--- src/rtl/fp_pkg.sv ---
// Shared floating-point emulator package: binary32 constants, rounding modes,
// unpacked-field bundle and the fp2int_seq FSM state encoding.
package fp_pkg;

    localparam logic [31:0] FP_NAN  = 32'h7FC0_0000;
    localparam logic [31:0] FP_INF  = 32'h7F80_0000;
    localparam logic [31:0] FP_MINF = 32'hFF80_0000;
    localparam int          FP_BIAS = 127;

    localparam logic [31:0] INT_MAX = 32'h7FFF_FFFF;
    localparam logic [31:0] INT_MIN = 32'h8000_0000;

    // -2^31 is the one binary32 value with E = 31 that fits an int32
    localparam logic [31:0] FP_INT_MIN = 32'hCF00_0000;

    typedef enum logic [1:0] {
        RM_RNE = 2'b00,
        RM_RTZ = 2'b01,
        RM_RDN = 2'b10,
        RM_RUP = 2'b11
    } rmode_t;

    typedef enum logic [2:0] {
        S_IDLE,
        S_CLASSIFY,
        S_SHIFT,
        S_ROUND,
        S_DONE
    } f2i_state_t;

    typedef struct packed {
        logic        sign;
        logic [7:0]  exp;
        logic [22:0] frac;
        logic        is_nan;
        logic        is_inf;
        logic        is_zero;
        logic        is_denorm;
    } fp32_fields_t;

endpackage

--- src/rtl/fp32_unpack.sv ---
// Combinational binary32 field splitter and classifier.
// Ports: data (binary32 in), fields (sign/exp/frac plus class bits out).
module fp32_unpack
    import fp_pkg::*;
(
    input  logic [31:0]  data,
    output fp32_fields_t fields
);

    logic exp_max;
    logic exp_min;
    logic frac_nz;

    assign exp_max = (data[30:23] == 8'hFF);
    assign exp_min = (data[30:23] == 8'h00);
    assign frac_nz = (data[22:0] != 23'd0);

    assign fields.sign      = data[31];
    assign fields.exp       = data[30:23];
    assign fields.frac      = data[22:0];
    assign fields.is_nan    = exp_max & frac_nz;
    assign fields.is_inf    = exp_max & ~frac_nz;
    assign fields.is_zero   = exp_min & ~frac_nz;
    assign fields.is_denorm = exp_min & frac_nz;

endmodule

--- src/rtl/fp2int_seq.sv ---
// Multi-cycle binary32 -> int32 converter, one alignment bit per cycle.
// Ports: clk, rst_n, in_valid/in_ready/in_data/in_rmode operand handshake,
// out_valid/out_ready/out_data/out_invalid/out_inexact result handshake.
module fp2int_seq
    import fp_pkg::*;
(
    input  logic        clk,
    input  logic        rst_n,
    input  logic        in_valid,
    output logic        in_ready,
    input  logic [31:0] in_data,
    input  logic [1:0]  in_rmode,
    output logic        out_valid,
    input  logic        out_ready,
    output logic [31:0] out_data,
    output logic        out_invalid,
    output logic        out_inexact
);

    f2i_state_t   state_q;
    f2i_state_t   state_d;
    fp32_fields_t fld;

    logic [31:0] op_q;
    rmode_t      rm_q;
    logic        sign_q;
    logic [31:0] mag_q;
    logic        g_q;
    logic        st_q;
    logic [4:0]  cnt_q;
    logic        left_q;
    logic        spec_q;
    logic        inv_q;

    logic        cls_spec;
    logic        cls_inv;
    logic        cls_left;
    logic [4:0]  cls_n;
    logic [31:0] cls_val;
    logic [31:0] cls_mag;
    logic        inc;
    logic [31:0] sum;

    fp32_unpack u_unpack (
        .data   (op_q),
        .fields (fld)
    );

    assign in_ready = (state_q == S_IDLE);

    // exp >= 158 means E >= 31, exp >= 150 means E >= 23;
    // right shift 150 - exp saturates at 25 for exp <= 125 and denormals.
    always_comb begin
        cls_spec = 1'b0;
        cls_inv  = 1'b0;
        cls_left = 1'b0;
        cls_n    = 5'd0;
        cls_val  = 32'd0;
        cls_mag  = {8'd0, (fld.exp != 8'd0), fld.frac};
        unique case (1'b1)
            fld.is_nan: begin
                cls_spec = 1'b1;
                cls_inv  = 1'b1;
                cls_val  = INT_MAX;
            end
            (fld.exp >= 8'd158) && (op_q != FP_INT_MIN) && !fld.is_nan: begin
                cls_spec = 1'b1;
                cls_inv  = 1'b1;
                cls_val  = fld.sign ? INT_MIN : INT_MAX;
            end
            (op_q == FP_INT_MIN): begin
                cls_spec = 1'b1;
                cls_val  = INT_MIN;
            end
            fld.is_zero: begin
                cls_spec = 1'b1;
            end
            (fld.exp >= 8'd150) && (fld.exp < 8'd158): begin
                cls_left = 1'b1;
                cls_n    = 5'(fld.exp - 8'd150);
            end
            default: begin
                cls_n = (fld.exp <= 8'd125) ? 5'd25
                                            : 5'(8'd150 - fld.exp);
            end
        endcase
    end

    always_comb begin
        inc = 1'b0;
        unique case (rm_q)
            RM_RNE: inc = g_q & (st_q | mag_q[0]);
            RM_RTZ: inc = 1'b0;
            RM_RDN: inc = sign_q & (g_q | st_q);
            RM_RUP: inc = ~sign_q & (g_q | st_q);
            default: inc = 1'b0;
        endcase
    end

    assign sum = mag_q + {31'd0, inc};

    always_ff @(posedge clk or negedge rst_n) begin
        if (!rst_n) begin
            state_q <= S_IDLE;
        end else begin
            state_q <= state_d;
        end
    end

    always_comb begin
        state_d = state_q;
        unique case (state_q)
            S_IDLE: begin
                if (in_valid) state_d = S_CLASSIFY;
            end
            S_CLASSIFY: begin
                if (cls_spec || cls_n == 5'd0) state_d = S_ROUND;
                else                           state_d = S_SHIFT;
            end
            S_SHIFT: begin
                if (cnt_q == 5'd1) state_d = S_ROUND;
            end
            S_ROUND: begin
                state_d = S_DONE;
            end
            S_DONE: begin
                if (out_valid && out_ready) state_d = S_IDLE;
            end
            default: state_d = S_IDLE;
        endcase
    end

    always_ff @(posedge clk or negedge rst_n) begin
        if (!rst_n) begin
            op_q        <= 32'd0;
            rm_q        <= RM_RNE;
            sign_q      <= 1'b0;
            mag_q       <= 32'd0;
            g_q         <= 1'b0;
            st_q        <= 1'b0;
            cnt_q       <= 5'd0;
            left_q      <= 1'b0;
            spec_q      <= 1'b0;
            inv_q       <= 1'b0;
            out_valid   <= 1'b0;
            out_data    <= 32'd0;
            out_invalid <= 1'b0;
            out_inexact <= 1'b0;
        end else begin
            unique case (state_q)
                S_IDLE: begin
                    if (in_valid) begin
                        op_q <= in_data;
                        rm_q <= rmode_t'(in_rmode);
                    end
                end
                S_CLASSIFY: begin
                    sign_q <= fld.sign;
                    mag_q  <= cls_spec ? cls_val : cls_mag;
                    g_q    <= 1'b0;
                    st_q   <= 1'b0;
                    cnt_q  <= cls_n;
                    left_q <= cls_left;
                    spec_q <= cls_spec;
                    inv_q  <= cls_inv;
                end
                S_SHIFT: begin
                    cnt_q <= cnt_q - 5'd1;
                    if (left_q) begin
                        mag_q <= mag_q << 1;
                    end else begin
                        mag_q <= mag_q >> 1;
                        g_q   <= mag_q[0];
                        st_q  <= st_q | g_q;
                    end
                end
                S_ROUND: begin
                    if (spec_q) begin
                        out_data    <= mag_q;
                        out_invalid <= inv_q;
                        out_inexact <= 1'b0;
                    end else begin
                        out_data    <= sign_q ? (32'd0 - sum) : sum;
                        out_invalid <= 1'b0;
                        out_inexact <= g_q | st_q;
                    end
                end
                S_DONE: begin
                    // out_valid rises one cycle into DONE and drops on transfer
                    if (!out_valid)     out_valid <= 1'b1;
                    else if (out_ready) out_valid <= 1'b0;
                end
                default: ;
            endcase
        end
    end

endmodule

--- config.mk ---
export PLATFORM = sky130hd
export DESIGN_NAME = fp2int_seq
export DESIGN_NICKNAME = d
export VERILOG_FILES = /design/src/rtl/fp_pkg.sv /design/src/rtl/fp32_unpack.sv /design/src/rtl/fp2int_seq.sv
export SDC_FILE = /design/constraint.sdc
export NUM_CORES = 1
export LEC_CHECK = 0
export CORE_MARGIN = 2
export CORE_UTILIZATION = 58
export CTS_CLUSTER_DIAMETER = 30
export DETAILED_ROUTE_END_ITERATION = 16
export PLACE_DENSITY = 0.86
export SYNTH_ARGS = -nofsm -noshare
export SYNTH_HDL_FRONTEND = slang
export SYNTH_SLANG_ARGS = --single-unit
--- constraint.sdc ---
create_clock -name clk -period 5.8 [get_ports clk]
set_input_delay 0.58 -clock clk [delete_from_list [all_inputs] [get_ports clk]]
set_output_delay 0.58 -clock clk [all_outputs]
set_load 0.01 [all_outputs]
* Word level (Yosys, flattened, before mapping) *
Cells that the tools add are included.

cells by class
  $lt $le $gt $ge = 4
  add/sub/neg operators = 5
  eq/ne operators = 15
  bitwise operators = 9
  reduce and logical (&&, ||, !) cells = 18
  muxes and demuxes = 27

operators by type and width
  cell                   number
  $mux 32                5
  $pmux 32 s3            1
  $pmux 32 s2            1
  $add 32x1->32          1
  $eq 32x32->1 const B   1
  $ne 32x32->1 const B   1
  $sub 1x32->32 const A  1
  $reduce_bool 23->1     1
  $pmux 5 s2             2
  $ge 8x8->1 const B     2
  $pmux 3 s5             1
  $mux 1                 10
  $mux 3                 3
  $eq 8x8->1 const B     1
  $le 8x7->1 const B     1
  $logic_not 8->1        1
  $lt 8x8->1 const B     1
  $ne 2x2->1 const B     4
  $reduce_bool 8->1      1
  $eq 3x2->1 const B     2
  $and 1x1->1            5
  $eq 5x1->1 const B     1
  $logic_not 5->1        1
  $mux 5                 1
  other kinds (21)       29

storage, ports and cells
  output and inout bits = 36
  logic and storage cells = 93
  bits of input ports = 38
  register bits after elaboration = 115

* Depth between registers and ports, before layout *
  depth in word-level cells = 10
  gate-level depth with buffers = 17
  depth with buffers taken out = 17

* Hierarchy *
Synthesis repeated with hierarchy kept, for this count alone.

second synthesis, totals
  cell total of the unflattened synthesis = 935
  area, all modules = 8055.2 µm²

modules (own cells, without submodules)
  module       instances  cells an instance  sequential area each (µm²)  area an instance (µm²)
  fp2int_seq   1          883                2877.8                      7679.9
  fp32_unpack  1          52                 0.0                         375.4

* Worst setup path before layout *
Ideal clock, no wire load.

  path type = reg-to-reg
  start point = register sign_q
  end point = register out_data[25]
  stages on the path, launching flop included = 18
  setup slack = 1.571 ns
  library setup time = 0.082 ns
  data required time = 5.718 ns
  data arrival time = 4.147 ns
  clock period less this slack = 4.229 ns
  cell sequence = dfrtp_1 > inv_1 > clkbuf_1 > a31oi_1 > o21ai_0 > a21oi_1 > ha_1 > ha_1 > and4_1 > clkbuf_1 > nor4b_1 > o21bai_1 > a2111oi_1 > o211a_1 > a31oi_1 > xor2_1 > or3_1 > a31oi_1

on the way
  cells in the longest elaborated chain, start to end = 7
  elaborated cells between the ends (all ways) = 8
  those cells by class = add/sub: 2; mux: 3; bitwise: 3

ends and longest elaborated chain
  item                    RTL line           text
  from (decl)             fp2int_seq.sv:26   logic sign_q;
  from (signal assigned)  fp2int_seq.sv:158  sign_q <= fld.sign;
  $not 1->1               fp2int_seq.sv:95   RM_RUP: inc = ~sign_q & (g_q | st_q);
  $and 1x1->1             fp2int_seq.sv:95
  $pmux 1 s4              fp2int_seq.sv:91   unique case (rm_q)
  $add 32x1->32           fp2int_seq.sv:100  assign sum = mag_q + {31'd0, inc};
  $sub 1x32->32           fp2int_seq.sv:183  out_data <= sign_q ? (32'd0 - sum) : sum;
  $mux 32 (*)             fp2int_seq.sv:183
  $mux 32 (*)             fp2int_seq.sv:178  if (spec_q) begin
  to (signal assigned)    fp2int_seq.sv:179  out_data <= mag_q;
  to (signal assigned)    fp2int_seq.sv:183
  to (decl)               fp2int_seq.sv:15   output logic [31:0] out_data,

Every way passes the cells marked *; elsewhere a longest branch is shown, timed or not.
A chain may end at the register's enable or synchronous reset.

* Final worst setup path *
  start point = register rm_q[0]
  end point = register out_data[29]

on the way
  cells in the longest elaborated chain, start to end = 6
  elaborated cells between the ends (all ways) = 9
  those cells by class = add/sub: 2; eq/ne: 3; mux: 3; reduce/logical: 1

ends and longest elaborated chain
  item                                RTL line           text
  from (decl)                         fp2int_seq.sv:25   rmode_t rm_q;
  from (signal assigned)              fp2int_seq.sv:154  rm_q <= rmode_t'(in_rmode);
  $eq 2x2->1 (tied with other cells)  fp2int_seq.sv:91
  $pmux 1 s4 (*)                      fp2int_seq.sv:91
  $add 32x1->32 (*)                   fp2int_seq.sv:100
  $sub 1x32->32                       fp2int_seq.sv:183
  $mux 32 (*)                         fp2int_seq.sv:183
  $mux 32 (*)                         fp2int_seq.sv:178

Marked as above.

==> impl_metrics.ini <==
[synthesis]
synth-edff-count = 0
netlist_area_um2 = 7630
netlist_instances = 856
syn_area_per_cell_um2 = 8.92
ys.flop_type = dfrtp_1
seq_area_frac_synth = 0.377
synthArstFlopShare = 1.00
synth_nets = 906
synth_seq_cells = 115
yosysWarnings = 0
synth_cell_types = 77

[timing]
drv_slew = 0
clock.fmax_mhz = 215
tns_ps = 0
setup-violations-final = 0
relSlewSlack = 0.119
rsz0062_at_grt = false
worst_slew_pin_slew_ps = 1320
fin_ws_ps = 1150
period_share = 0.801
finalCriticalPeriod_ps = 4650
hold_violations = 0
skew_ps = 10.8

[place]
dpl.cell_count = 1043
gp_congestion = 1.01
hpwlAfterDp_mm = 13.5
place_worst_setup_slack_ps = 1260
dpl_cell_area_um2 = 8400
port_buffers = 73

[clock_tree]
cts_hold_buf = 0
cts_setup_buffers = 0
cts_tree = built
cts.sinks = 115
clk_transition_reported_paths_ps = 50
clockBufferDepth = 2
ctsRootBufferMaster = clkbuf_16
clk_latency_ps = 420
cts_made_buffers = 17
cts.repair.resized = 0
htreeDepth = 4

[drt]
vias_per_cell = 6.39
dr.pass1.iters = 6
drtAntennaViolNets = 0
drc = 0
wl_per_cell_um = 18.0
wirelength_mm = 19.3
first_iter_violations = 674
dr_total_vias = 6864

[outcome]
status = complete, no violations

[global_routing]
met3_usage = 0.0565
grt_overflow = 0
grt_use_met2 = 0.429
grt.met1_usage = 0.412
antenna_found_initial = 0
grt_max_degree = 61
grt_most_used_layer = met2
grt_pass1_vias = 6343
track_usage = 0.284
grt_pass1_wl_mm = 32.6

[floorplanning]
die_area_um2 = 14100
die_w_um = 119
rows = 41
io_pins = 74
core-area_um2 = 12700
start_util = 0.600
die_h_um = 119

[worst_setup_path]
worstSetupEndpointType = flop
r2r_setup_slack_ps = 1150
crit_chain = inv_1, a21oi_1, a31oi_1, o21ai_0, a21oi_1, ha_1, ha_1, nand4_1, buf_4, nor4_2, xor2_1, a221o_1, or3b_4, o41ai_2, xnor2_1, or3_1, a31oi_1
cp-start-kind = flop
worstReg2RegStart = rm_q[0]
cp_slowest_cell = nor4_2
worstSetupPathType = reg -> reg
max_stage_delay_ps = 520
reg2regPathDepth = 17
critPathRequiredTime_ps = 6130
worst-endpoint-arrival_ps = 4980
path_max_fanout = 13
r2r_end = out_data[29]

[cells_and_area]
diodes = 0
layout_commonest_cell = dfrtp_1
layout-drive-gt1-share = 0.130
fin_cells = 1074
fin_area_um2 = 8990
nets = 940
area_delta_synth_final_pct = 17.9
final_cell_mix = dfrtp_1 (115), nand2_1 (108), clkdlybuf4s50_1 (72)

[run]
drv_cap = 0

[worst_hold_path]
hold_path_class = in -> async

[pwr]
powerDensity_nw_per_um2 = 574
power.leakage_uw = 0.00362
irDropWorstVdd_uv = 339
==> area by class of cell <==
| cell class | instances | area [um2] |
|---|---|---|
| clock buffers | 22 | 494 |
| well taps | 172 | 215 |
| fillers | 1017 | 3730 |
| multi-input cells | 651 | 4400 |
| clock inverters | 9 | 103 |
| repair buffers | 88 | 841 |
| flip-flops and latches | 115 | 2880 |
| inverters | 17 | 63.8 |
==> critical path, delay by kind of cell (launching register included) <==
kind | cells | cell delay (ps)
compound gates | 7 | 1380
fa+ha+maj | 2 | 690
xor+xnor | 2 | 350
buf+inv | 2 | 310
flops | 1 | 390
simple gates | 4 | 1430
==> power by group <==
part	internal (uW)	leakage [uW]	total [uW]	switching [uW]
clock	682	0.000290	1040	358
sequential	1170	0.00144	1750	575
combinational	1140	0.00189	2370	1230
total	2990	0.00362	5160	2170
==> cell usage after synthesis (12+ instances only) <==
cell type,instances,area (um2)
dfrtp_1,115,2880
nand2_1,108,405
nor2_1,64,240
clkbuf_1,62,233
o21ai_0,55,275
mux2_2,50,563
xnor2_1,44,385
a21oi_1,29,145
a222oi_1,22,220
nor3_1,20,100
nand4_1,19,119
nand3_1,18,90.1
inv_1,17,63.8
a31oi_1,16,100
and3_1,15,93.8
mux2i_1,15,150
xor2_1,13,114
ha_1,12,150
nor4_1,12,75.1
or3_1,12,75.1
==> stage by stage <==
| stage | total power [uW] | util | hold WS (ps) |
|---|---|---|---|
| global route | 5530 | 0.707 | 301 |
| detailed placement | 4080 | 0.660 | 465 |
| finish | 5160 | 0.707 | 240 |
| CTS | 5150 | 0.707 | 254 |
| global placement | 4000 | 0.660 | 460 |
| floorplan | 3370 | - | 284 |
==> routing by layer <==
metal	wire, um	vias up
met1	8610	3225
met4	367	0
met5	0	-
met3	1540	32
li1	-	3246
met2	8830	361
==> how the worst max path moves through the flow <==
stage | from | endpoint | slack [ps] | depth (start not counted)
5_1_grt | rm_q[0] | out_data[29] | 860 | 17
3_5_place_dp | rm_q[0] | out_data[29] | 1260 | 17
6_report | rm_q[0] | out_data[29] | 1150 | 17
4_1_cts | rm_q[0] | out_data[29] | 1200 | 17
3_3_place_gp | rm_q[0] | out_data[30] | 1470 | 17
2_1_floorplan | sign_q | out_data[25] | 1570 | 17
==> registers in the layout, summed over array words and instances, names as in the netlist <==
name and count:
spec_q 1, rm_q 2, out_inexact 1, out_data 32, inv_q 1, st_q 1, op_q 32, out_invalid 1
left_q 1, out_valid 1, cnt_q 5, g_q 1, state_q 3, mag_q 32, sign_q 1
==> cell families after synthesis <==
logic type | Yosys count | share of synthesized area
and+or+nand+nor | 317 | 0.213
AOI/OAI and AO/OA | 200 | 0.184
DFF | 115 | 0.377
buffers and inverters | 90 | 0.0474
muxes | 65 | 0.0934
xor gates and xnor gates | 57 | 0.0654
adders and majority gates | 12 | 0.0197
Power figures use the tool's default switching activity.
